## src/rtl/traffic_light_monitor.sv

```systemverilog
// traffic_light_monitor: checks the RED->GREEN->YELLOW sequence and per-phase dwell, drives one-hot lamps
// and latches a fault code with flashing red until cleared.
module traffic_light_monitor #(
  parameter int TICK_W = 4,
  parameter int MIN_RED_TICKS = 4,
  parameter int MIN_GREEN_TICKS = 4,
  parameter int MIN_YELLOW_TICKS = 2
) (
  input  logic       clk,
  input  logic       reset,
  input  logic       tick,
  input  logic [1:0] light_code,
  input  logic       clear_fault,
  output logic       lamp_red,
  output logic       lamp_yellow,
  output logic       lamp_green,
  output logic       fault,
  output logic [1:0] fault_code
);
  // phase states share their encoding with the light code they accept
  typedef enum logic [2:0] {RED = 3'd0, GREEN = 3'd1, YELLOW = 3'd2, FAULT = 3'd3, INIT = 3'd4} state_t;
  localparam logic [TICK_W-1:0] SAT = {TICK_W{1'b1}};
  if (MIN_RED_TICKS > 2**TICK_W-1 || MIN_GREEN_TICKS > 2**TICK_W-1 || MIN_YELLOW_TICKS > 2**TICK_W-1) begin : g_chk
    $error("MIN_*_TICKS exceeds dwell counter range");
  end
  state_t state, state_n;
  logic [1:0] code_q, fc_n, succ;
  logic [TICK_W-1:0] dwell, dwell_n, min_t;
  logic flash, flash_n;
  always_ff @(posedge clk or posedge reset)
    if (reset) begin
      state <= INIT;
      code_q <= '0;
      dwell <= '0;
      flash <= 1'b0;
      fault_code <= '0;
    end else begin
      state <= state_n;
      code_q <= light_code;
      dwell <= dwell_n;
      flash <= flash_n;
      fault_code <= fc_n;
    end
  always_comb begin
    succ = (state == YELLOW) ? 2'b00 : state[1:0] + 2'b01;
    min_t = (state == RED) ? TICK_W'(MIN_RED_TICKS) : (state == GREEN) ? TICK_W'(MIN_GREEN_TICKS) : TICK_W'(MIN_YELLOW_TICKS);
    state_n = state;
    dwell_n = dwell;
    flash_n = flash;
    fc_n = fault_code;
    case (state)
      INIT:
        if (code_q == 2'b00) state_n = RED;
        else if (code_q == 2'b11) begin
          state_n = FAULT;
          fc_n = 2'b11;
        end
      FAULT:
        if (clear_fault && code_q == 2'b00) begin
          state_n = RED;
          dwell_n = '0;
          flash_n = 1'b0;
          fc_n = 2'b00;
        end else if (tick) flash_n = !flash;
      default:
        if (code_q == state[1:0]) dwell_n = (tick && dwell != SAT) ? dwell + 1'b1 : dwell;
        else if (code_q == succ && dwell >= min_t) begin
          state_n = state_t'({1'b0, succ});
          dwell_n = '0;
        end else begin
          state_n = FAULT;
          dwell_n = '0;
          flash_n = 1'b0;
          fc_n = (code_q == 2'b11) ? 2'b11 : (code_q == succ) ? 2'b10 : 2'b01;
        end
    endcase
  end
  always_comb begin
    lamp_red = (state == INIT) || (state == RED) || (state == FAULT && flash);
    lamp_yellow = state == YELLOW;
    lamp_green = state == GREEN;
    fault = state == FAULT;
  end
endmodule
```

## config.mk

```make
export PLATFORM = sky130hd
export DESIGN_NAME = traffic_light_monitor
export DESIGN_NICKNAME = d
export VERILOG_FILES = /design/src/rtl/traffic_light_monitor.sv
export SDC_FILE = /design/constraint.sdc
export NUM_CORES = 1
export LEC_CHECK = 0
export CAP_MARGIN = 25
export CORE_MARGIN = 8
export CORE_UTILIZATION = 55
export DETAILED_ROUTE_END_ITERATION = 7
export GPL_TIMING_DRIVEN = 0
export PLACE_DENSITY = 0.79
export SETUP_SLACK_MARGIN = 0.4
export SLEW_MARGIN = 20
export SYNTH_ARGS = -nofsm -noshare
export SYNTH_HDL_FRONTEND = slang
export SYNTH_SLANG_ARGS = --single-unit
export TNS_END_PERCENT = 1
```

## constraint.sdc

```tcl
create_clock -name clk -period 6.7 [get_ports clk]
set_clock_uncertainty 0.2 [all_clocks]
set_input_delay 1.005 -clock clk [delete_from_list [all_inputs] [get_ports clk]]
set_output_delay 1.005 -clock clk [all_outputs]
set_load 0.005 [all_outputs]
```

==> flow_summary.ini <==
[synthesis]
synthDistinctLibCells = 48
synth-compound-area-share = 0.219
synth_flop_cell = dfrtp_1
ys_warn_count = 0
yosys.area_share.simple = 0.268
post-synth-top-area-cell = dfrtp_1
yosysTopAreaCellShare = 0.290
syn_area_um2 = 948
async_flop_share = 1.00
synth-seq-area-share = 0.318
synth_enable_flop_cells = 0
yosys-top-cells-area = dfrtp_1, ha_1, nand2_1, nor2_1, dfstp_2
synth_xor_area_frac = 0.0185
synthCells = 109
synthAdderAreaFrac = 0.0660
synth.avg_cell_area_um2 = 8.70
synth_top_family_by_area = simple AND/OR/NAND/NOR gates
syn_nets = 120
synthMuxAreaShare = 0.0488
ys_ff_latch = 12
synthTopCellsByCount = dfrtp_1, nand2_1, nor2_1
synth.most_common_cell = dfrtp_1

[power_and_ir_drop]
internal_power_uw = 236
power.switching_uw = 175
powerDensity_mw_per_mm2 = 371
p_sw_frac = 0.426
leakagePower_nw = 0.525
combPwrFrac = 0.613
pwr-share-clk = 0.121
peakVddDrop_mv = 0.224
seqPwrFrac = 0.266

[worst_setup_path]
end_kind = output port
ff2ff_setup_slack_ps = 3940
path_class = flop to output port
critPathMaxFanout = 10
worstPathCellList = buf_2 > nand3b_1 > inv_1 > nand2_1 > o21ai_0 > clkdlybuf4s50_1
max_stage_delay_ps = 530
cp_top_family = buffers and inverters
reg2reg_from = state[1]
cp_num_cells = 6
critPathRequiredTime_ps = 5490
r2r_cells = 9
cp-start-kind = flop
critPathBufInv = 3
cp.arrival_ps = 1990
crit_path_top_delay_cell = dfstp_2
r2r_end = fault_code[0]

[cells_and_area]
multi_input_comb_area_um2 = 588
final_cell_area_mm2 = 0.00111
area_delta_synth_final_pct = 16.6
n_fill_cell = 125
register_area_um2 = 302
diodes = 0
nets = 136
drive_gt1_frac = 0.113

[timing]
setup_viol = 0
period_share = 0.477
setup_tns_ps = 0
report.final.hold_viol_count = 0
maxSlewViolCount = 0
layout_min_cycle_time_ps = 3190
max-slew-margin-rel = 0.667
rsz0062_at_grt = no
worstMarginPinSlew_ps = 499
max_freq_ghz = 0.313

[min_path]
hp-class = flop to flop
holdCritStartpoint = fault_code[1]
holdPathStages = 2
holdPathEnd = fault_code[1]

[clocking]
clk_pin_slew_ps = 80
tritoncts = yes
root_buffer = clkbuf_4
cts_max_level = 1
clkLatencyLatePin_ps = 280
clk_path_buf_depth = 2
cts_hold_buffers = 0
postCtsSetupBuffers = 0
cts_buffers = 3
clock-sinks = 12
cts-resized-gates = 0

[flow_run]
maxCapViolCount = 0

[drt]
wl_mm = 2.20
ant_nets = 0
drt-initial-drc-count = 28
vias = 855
drtPass1Iterations = 4
drc = 0
viasPerCell = 6.06
routedWlPerCell_um = 15.6

[place]
dp.final_hpwl_mm = 1.70
gp_congestion = 0.858
placed_area_mm2 = 0.00108
portBuffers = 11

[floorplanning]
rows = 15
dieArea_mm2 = 0.00331
io_pins = 12
die_h_um = 57.5
die_w_um = 57.5
core-area_mm2 = 0.00167
start_util = 0.568

[global_route]
antenna_found_initial = 0
grt_pass1_wl_mm = 3.88
track_usage = 0.151
grt_start_max_net_pins = 13
grt_pass1_vias = 849
grt.overflow.total = 0

[run_status]
status = finished, final reports clean
[cell usage in the layout (no fill, tap or decap), drive strengths merged, types with 3 or more instances in the layout]
cell	count
clkbuf	6
a21oi	5
nor2	10
or2	3
nor2b	4
ha	5
nand3b	3
dfrtp	11
nand3	3
inv	8
buf	3
nand2	10
clkdlybuf4s50	11
o21ai	5
[state kept, by name, indices dropped and copies added, names as in the netlist]
signal and count:
dwell 4, code_q 2, flash 1, state 3
fault_code 2
[stage by stage]
stage          std cells  setup WS, ps  hold WS, ps  utilization  total power [mW]
4_1_cts              141          3520          331        0.662             0.412
3_3_place_gp         137          3760          300        0.646             0.352
3_5_place_dp         137          3760          317        0.646             0.361
6_report             141          3510          329        0.662             0.411
2_1_floorplan        109          4210          294            -             0.282
5_1_grt              141          3340          379        0.662             0.447
[power groups by stage]
stage,logic [mW],registers (mW),clock network (mW)
after floorplan,0.174,0.107,0
after global placement,0.243,0.109,0
after detailed placement,0.250,0.111,0
after CTS,0.252,0.110,0.0506
after global routing,0.281,0.114,0.0518
final,0.252,0.109,0.0497
[worst register-to-register path, delay by kind of cell, from the launching register on]
family          cells  cell delay (ps)
flops               1              380
simple gates        2              450
fa+ha+maj           1              280
mux                 1              310
buf+inv             2              310
compound gates      3              710
[logic make-up after synthesis]
family / Yosys count
AO/OA/AOI/OAI: 28
flip-flops: 12
adder cells (fa/ha/maj): 5
AND/OR/NAND/NOR: 45
XOR/XNOR: 2
multiplexers: 4
buffers and inverters: 13
[cell type report]
class                   count  area share
repair buffers             11      0.0995
multi-input cells          84       0.532
well taps                  17      0.0192
plain buffers               5      0.0260
flip-flops and latches     12       0.273
clock buffers               4      0.0238
inverters                   8      0.0271
[per-layer routing]
metal / up-vias / global-route usage / part of all wire
met5: - / 0 / 0
met4: 0 / 0.0964 / 0.025
met3: 4 / 0.0202 / 0.034
met2: 16 / 0.259 / 0.51
met1: 412 / 0.170 / 0.43
li1: 423 / - / -
[worst max-delay path by stage]
stage,startpoint,to,slack [ps]
final,state[2],lamp_red,3510
after CTS,state[2],lamp_red,3520
after floorplan,state[1],fault_code[0],4210
after detailed placement,clear_fault,fault_code[0],3760
after global placement,clear_fault,fault_code[0],3760
after global routing,state[2],lamp_red,3340
(Power assumes the default switching activity.)
